===== src/rtl/four_bit_counter.sv =====
// Two-nibble 8-bit up-counter with synchronous reset to INIT and count enable.
// Define FOUR_BIT_COUNTER_BCD_EN for two-digit BCD (mod 100); otherwise plain binary (mod 256).
module four_bit_counter #(
    parameter logic [7:0] INIT = 8'h00
) (
    input  logic       clk,
    input  logic       reset,
    input  logic       enable,
    output logic [7:0] out
);

`ifdef FOUR_BIT_COUNTER_BCD_EN
    localparam logic [3:0] TERM = 4'd9;
`else
    localparam logic [3:0] TERM = 4'hF;
`endif

    logic [3:0] lo_q, lo_d;
    logic [3:0] hi_q, hi_d;
    logic       lo_carry;

    // ">=" folds an out-of-range BCD nibble (>9) onto the wrap path so it never counts through 10-15
    always_comb begin
        lo_carry = enable && (lo_q >= TERM);
        lo_d     = lo_q;
        hi_d     = hi_q;
        if (enable) begin
            lo_d = lo_carry ? '0 : lo_q + 4'd1;
        end
        if (lo_carry) begin
            hi_d = (hi_q >= TERM) ? '0 : hi_q + 4'd1;
        end
    end

    always_ff @(posedge clk) begin
        if (reset) begin
            lo_q <= INIT[3:0];
            hi_q <= INIT[7:4];
        end else begin
            lo_q <= lo_d;
            hi_q <= hi_d;
        end
    end

    assign out = {hi_q, lo_q};

endmodule


===== config.mk =====
export PLATFORM = sky130hd
export DESIGN_NAME = four_bit_counter
export DESIGN_NICKNAME = d
export VERILOG_FILES = /design/src/rtl/four_bit_counter.sv
export SDC_FILE = /design/constraint.sdc
export NUM_CORES = 1
export LEC_CHECK = 0
export ABC_AREA = 1
export BUFFER_PORTS_ARGS = -buffer_cell sky130_fd_sc_hd__buf_2
export CAP_MARGIN = 20
export CORE_AREA = 5 5 42 44
export DETAILED_ROUTE_END_ITERATION = 7
export DIE_AREA = 0 0 47 49
export SYNTH_ARGS = -nofsm -noshare
export SYNTH_HDL_FRONTEND = slang
export SYNTH_SLANG_ARGS = --single-unit

===== constraint.sdc =====
create_clock -name clk -period 1.1 [get_ports clk]
set_input_delay 0.055 -clock clk [delete_from_list [all_inputs] [get_ports clk]]
set_output_delay 0.055 -clock clk [all_outputs]
set_load 0.005 [all_outputs]

---- Word level (Yosys, flattened, before mapping) ----
Index checks and enable logic that the tools add are counted.
Widths: inputs -> output; s select.
storage, ports and cells
  logic and storage cells ................. 9
  flip-flop bits (word level) ............. 8
  output and inout bits ................... 8
cells by class
  add/sub/neg operators ................... 2
  mux-type cells .......................... 2
  reduce and logical (&&, ||, !) cells .... 1
  order comparisons ....................... 2
operators by type and width
  kind                 count
  $add 4x1->4 const B  2
  $ge 4x4->1 const B   2
  $mux 4               2
  $logic_and 1x1->1    1

---- Depth between registers and ports, before layout ----
Gate-level depths: netlist of the first run.
  depth after elaboration ................. 3
  depth in mapped cells ................... 8
  mapped depth without buffers ............ 8

---- Least setup slack after synthesis of the first run ----
No wires, ideal clock.
  path type ............................... reg-to-reg
  start point ............................. reg lo_q[0]
  end point ............................... reg hi_q[0]
  path slack .............................. 0.019 ns
  data arrival time ....................... 0.972 ns
  stages on the path, launching flop included .. 9
  cells stage by stage .................... dfxtp_1 ha_1 nand2_2 nor2_4 nand2_1 nand2_1 inv_1 nand2_1 inv_1
between the ends
  word-level cells in the longest chain between the ends .. 2
RTL lines
  element                   line  source
  start: declaration        18    logic [3:0] lo_q, lo_d;
  start signal: assignment  37    lo_q <= INIT[3:0];
  start signal: assignment  40    lo_q <= lo_d;
  $ge 4x4->1                24    lo_carry = enable && (lo_q >= TERM);
  $logic_and 1x1->1         24
  end signal: assignment    38    hi_q <= INIT[7:4];
  end signal: assignment    41    hi_q <= hi_d;
  end: declaration          19    logic [3:0] hi_q, hi_d;
Every way passes these cells.
A chain may end at the register's enable or synchronous reset.

---- Final worst setup path of the first run ----
  start point ............................. reg lo_q[1]
  end point ............................... reg hi_q[0]
The elaborated chain is that of the path after synthesis.

==> flow_summary_export.csv, run 1 <==
group,metric,value,unit
cts,worstSkewPairLatency,0.25,ns
hold_path,worstHoldStart,"enable",
drt,drcViolationCount,0,
global_route,grt_usage,7.76,%
final_layout,postLayoutCellArea,568,sq um
job,cap_violations,0,
worst_setup_path,cp.arrival,1.22,ns
cts,clkSinkCount,8,
global_route,grt_max_degree,8,
timing,max_freq,934,MHz
timing,final.period_utilization,97.4,%
logic_synthesis,synth-seq-area-share,40.8,%
logic_synthesis,ys_seq_elements,8,
logic_synthesis,synth_cell_types,11,
drt,firstDrtPassIters,4,
final_layout,syn_to_final_growth,44.6,%
hold_path,hold_class,"primary input to flip-flop",
cts,clockBufferDepth,2,
timing,layout_min_cycle_time,1.07,ns
timing,finalSetupViolations,0,
power,intPower,455,uW
logic_synthesis,synthesis.area,393,sq um
worst_setup_path,crit_fanout,6,
worst_setup_path,setup.worst_path.class,"flip-flop to flip-flop",
power,clock_power_share,37.7,%
final_layout,final_util,40.5,%
worst_setup_path,cp.required,1.25,ns
drt,wl,850,microns
power,pwr-share-seq,51.7,%
floorplanning,io_pins,11,
timing,rsz0062_at_grt,"yes",
worst_setup_path,endpoint_kind,"flip-flop",
timing,tightest_slew,0.196,ns
global_route,grt_pass1_vias,333,
floorplanning,die_area,0.00230,sq mm
power,pwr-share-comb,10.6,%
power,vdd_drop_max,673,uV
floorplanning,std_cell_rows,14,
placed_design,dp_hpwl,628,microns
drt,drtIter0Drc,5,
cts,root_buffer,"clkbuf_4",
placed_design,io_buffers,10,
timing,slew_headroom,86.9,%
timing,maxSlewViolCount,0,
global_route,antenna_found_initial,0,
power,switching_share,23.1,%
floorplanning,core,0.00140,sq mm
drt,vias_per_cell,4.46,
drt,routedWlPerCell,8.95,microns
global_route,grt_pass1_wl,1280,microns
floorplanning,die_y,49,microns
floorplanning,start_util,28.0,%
final_layout,layout-drive-gt1-share,35.4,%
timing,hold_viol_final,0,
final_layout,final_nets,86,
cts,cts_tree,"done",
cts,path_clk_slew,0.05,ns
cts,htreeDepth,1,
worst_setup_path,startpoint_type,"flip-flop",
final_layout,diodes,0,
drt,ant_nets,0,
worst_setup_path,startpoint,"lo_q[1]",
cts,cts_made_buffers,3,
logic_synthesis,synthCells,58,
power,p_sw,137,uW
timing,skew,0.00299,ns
floorplanning,fp.dieW,47,microns
power,powerDensity,1040,mW/mm^2
logic_synthesis,synth.avg_cell_area,6.77,sq um
global_route,grt_overflow,0,
worst_setup_path,reg2reg_from,"lo_q[1]",
logic_synthesis,yosysWarningCount,0,
placed_design,gp_congestion,0.741,
placed_design,dpl_cell_area,508,sq um
outcome,outcome,"finished, final reports clean",
drt,num_vias,424,
logic_synthesis,syn_nets,63,
power,power.leakage,0.000309,uW
area by class of cell:
type                            count  area (sq um)
Fill cell                         164           833
Multi-Input combinational cell     42           223
Sequential cell                     8           163
Timing Repair Buffer               18           110
Inverter                            8          30.0
Clock buffer                        3          22.5
Tap cell                           16          20.0
cell usage after synthesis:
master	n	area (sq um)
nand2_1	18	67.6
dfxtp_1	8	160
inv_1	8	30.0
nor2_1	8	30.0
a21oi_1	4	20.0
o21ai_0	4	20.0
nand3_1	3	15.0
ha_1	2	25.0
nand2_2	1	6.26
nor2_4	1	11.3
o21bai_1	1	7.51
kinds of logic (layout without fill, tap and decap cells):
logic type / count (synthesis) / after routing / synth area share (%)
compound gates: 9 / 9 / 12.1
fa+ha+maj: 2 / 2 / 6.37
buf+inv: 8 / 29 / 7.64
flops: 8 / 8 / 40.8
simple gates: 31 / 31 / 33.1
flip-flops by register name, summed over array words and instances (netlist names):
signal	count
hi_q	4
lo_q	4
critical path, cell delays in order, from the launching register on:
cell and delay [ns]:
dfxtp_2 0.35, ha_4 0.14, nand2_4 0.05, nor2_4 0.14
nand2_1 0.07, nand2_1 0.08, inv_1 0.04, nand2_1 0.05
inv_1 0.04
placed cells by master (no fill, tap or decap), types with 3 or more instances in the layout:
master	n
buf_2	10
inv_1	7
dfxtp_1	6
nand3_1	3
buf_4	8
nand2_1	17
o21ai_0	4
clkbuf_4	3
a21oi_1	4
nor2_1	8
power groups by stage:
stage               logic (uW)  clock network [uW]  registers [uW]
global route              69.7                 248             305
detailed placement        52.9                   0             307
CTS                       53.8                 228             302
finish                    62.6                 223             306
global placement          52.6                   0             307
floorplan                 21.1                   0             311
final timing paths:
| path | to | slack (ns) | depth (start not counted) |
|---|---|---|---|
| worst max-delay path | hi_q[0] | 0.03 | 8 |
| worst min-delay path | lo_q[1] | 0.07 | 2 |
| worst min register to register | lo_q[2] | 0.54 | 2 |
| worst max register to register | hi_q[0] | 0.03 | 8 |
repair_timing:
action / in CTS / in global routing
buffers inserted: 1 / 1
gates resized for setup: 3 / 4
pin swaps: 4 / 1
hold buffers: 0 / 0
endpoints found under the setup margin: 2 / 6
routing by layer:
metal	GRT usage, %	share of wire (%)	vias to the layer above
met5	0	0	-
li1	-	-	225
met4	5.53	2.7	0
met1	10.4	49	181
met2	10.2	40	13
met3	2.21	7.3	5
per-stage QoR:
stage               worst slack [ns]  TNS (ns)  hold WS (ns)  total power (uW)  instances
floorplan                     0.0192         0         0.145               333         58
global placement              0.0130         0         0.311               359         90
detailed placement           -0.0145   -0.0145         0.321               360         90
CTS                          -0.0105   -0.0105        0.0509               584         94
global route                 -0.0368   -0.0412        0.0824               623         95
finish                        0.0290         0        0.0713               592         95
(Power assumes the default switching activity.)
==> run 2, diff against run 1 <==
--- a/config.mk
+++ b/config.mk
@@ -12,4 +12,5 @@
 export DETAILED_ROUTE_END_ITERATION = 7
 export DIE_AREA = 0 0 47 49
+export GPL_TIMING_DRIVEN = 0
 export SYNTH_ARGS = -nofsm -noshare
 export SYNTH_HDL_FRONTEND = slang
==> constraint.sdc (replaced) <==
create_clock -name clk -period 1.1 [get_ports clk]
set_input_delay 0.055 -clock clk [delete_from_list [all_inputs] [get_ports clk]]
set_output_delay 0.055 -clock clk [all_outputs]
set_load 0.1 [all_outputs]
==> run 2 against run 1 <==
  * The flow now finishes with violations (negative setup slack)
  * Fmax decreased by 2.7%
  * Global-route usage increased by 0.56 points
  * Register-to-register slack got worse by 0.03 ns
  * Sequential cell count unchanged
  * Routed wire length decreased by 4.1%
  * Combinational power increased by 57%
  * Critical path depth unchanged
  * Sequential share of layout area increased by 3.9 points
  * Setup slack got worse by 0.030 ns
  * Clock power increased by 11%
  * Clock skew increased by 0.0016 ns
  * First-iteration DRC count decreased by 60%
==> flow_summary_export.csv, run 2 (synthesis results as in run 1) <==
group,metric,value,unit
floorplanning,die_y,49,microns
placed_design,place_inst,84,
timing,finalSetupViolations,1,
worst_setup_path,endpoint_kind,"flip-flop",
worst_setup_path,critPathSlowestCell,"dfxtp_4",
worst_setup_path,path_cells,"ha_4 > nand2_4 > nor2_4 > nand2_2 > nand2_2 > inv_2 > nand2_1 > inv_1",
drt,drtIter0Drc,2,
timing,tightest_slew,0.482,ns
power,power.leakage,0.000271,uW
final_layout,final_nets,78,
timing,setup_ws,-0.00127,ns
power,vdd_drop_max,561,uV
worst_setup_path,max_stage_delay,0.38,ns
timing,final.period_utilization,100,%
cts,cts_setup_buffers,0,
final_layout,layout-drive-gt1-share,40.3,%
global_route,grt_overflow,0,
drt,routedWlPerCell,9.26,microns
job,cap_violations,0,
placed_design,gp_congestion,0.691,
worst_setup_path,cp.arrival,1.26,ns
floorplanning,core,0.00140,sq mm
final_layout,syn_to_final_growth,44.9,%
worst_setup_path,crit_top_cell,"nand2_2",
floorplanning,die_area,0.00230,sq mm
drt,firstDrtPassIters,2,
floorplanning,fp.dieW,47,microns
cts,postCtsHoldBufs,0,
global_route,grt_max_degree,8,
cts,path_clk_slew,0.06,ns
placed_design,io_buffers,10,
final_layout,diodes,0,
worst_setup_path,startpoint_type,"flip-flop",
floorplanning,io_pins,11,
floorplanning,std_cell_rows,14,
timing,slew_headroom,68.1,%
timing,layout_min_cycle_time,1.10,ns
drt,drcViolationCount,0,
timing,max_freq,908,MHz
cts,htreeDepth,1,
power,powerDensity,1130,mW/mm^2
power,power,645,uW
placed_design,dp_hpwl,604,microns
outcome,outcome,"finished with violations",
timing,hold_viol_final,0,
cts,cts_tree,"done",
global_route,grt_pass1_vias,346,
cts,clockBufferDepth,2,
timing,maxSlewViolCount,0,
floorplanning,start_util,28.0,%
worst_setup_path,crit_fanout,7,
hold_path,hold_class,"primary input to flip-flop",
worst_setup_path,setup.worst_path.class,"flip-flop to flip-flop",
timing,rsz0062_at_grt,"yes",
drt,wl,815,microns
timing,skew,0.00454,ns
final_layout,fin_cells,88,
global_route,grt_usage,8.32,%
final_layout,final_util,40.6,%
cts,root_buffer,"clkbuf_4",
drt,ant_nets,0,
final_layout,final_common_cell,"nand2_1",
global_route,grt_pass1_wl,1390,microns
drt,num_vias,394,
cts,worstSkewPairLatency,0.26,ns
outcome,failed_checks,"negative setup slack",
global_route,antenna_found_initial,0,
cts,clkSinkCount,8,
cts,cts_made_buffers,3,
final_layout,largest_registers,"hi_q x4, lo_q x4",
drt,vias_per_cell,4.48,
worst_setup_path,cp.required,1.26,ns
final_layout,most-common-layout-cells,"nand2_1, nor2_1, inv_1",
## run 2: critical path, delay by kind of cell, from the launching register on
| family | cells | cell delay [ns] |
|---|---|---|
| flip-flops | 1 | 0.38 |
| AND/OR/NAND/NOR | 5 | 0.43 |
| adder cells (fa/ha/maj) | 1 | 0.14 |
| buffers and inverters | 2 | 0.06 |
## run 2: power breakdown
| group | leakage (uW) | switching (uW) | internal, uW | total (uW) |
|---|---|---|---|---|
| logic | 0.000186 | 74.3 | 24.2 | 98.5 |
| registers | 0.0000704 | 11.7 | 288 | 299 |
| clock network | 0.0000150 | 108 | 139 | 247 |
| total | 0.000271 | 194 | 451 | 645 |
## run 2: path summary, 6_finish.rpt
kind | from | cells after the start | slack, ns | endpoint
min | enable | 2 | 0.06 | lo_q[1]
max reg2reg | lo_q[0] | 8 | -0.001 | hi_q[0]
min reg2reg | lo_q[2] | 1 | 0.45 | lo_q[2]
max | lo_q[0] | 8 | -0.001 | hi_q[0]
## run 2: per-layer routing
layer / global-route usage [%] / wire length [microns]
met2: 12.0 / 347
met3: 4.80 / 70
met5: 0 / 0
met4: 4.15 / 4
met1: 9.49 / 392
## run 2: through the flow
stage	setup WS [ns]	hold WS [ns]	setup TNS [ns]	instance area [sq um]
detailed placement	0.0172	0.328	0	520
floorplan	-0.143	0.134	-0.587	450
global route	-0.0734	0.0690	-0.173	569
global placement	0.0255	0.325	0	520
CTS	0.000571	0.0490	0	562
finish	-0.00127	0.0605	-0.00127	569
## run 2: layout make-up
class                   count  area (sq um)
inverters                   8          30.0
well taps                  16          20.0
repair buffers             10          67.6
flip-flops and latches      8           185
clock buffers               4          26.3
fillers                   157           832
multi-input cells          42           240
## run 2: timing repair
item / in CTS / in global routing
setup endpoints to repair: 6 / 4
gates resized for setup: 6 / 4
endpoints found under the hold margin: 0 / 0
pin swaps: 0 / 3
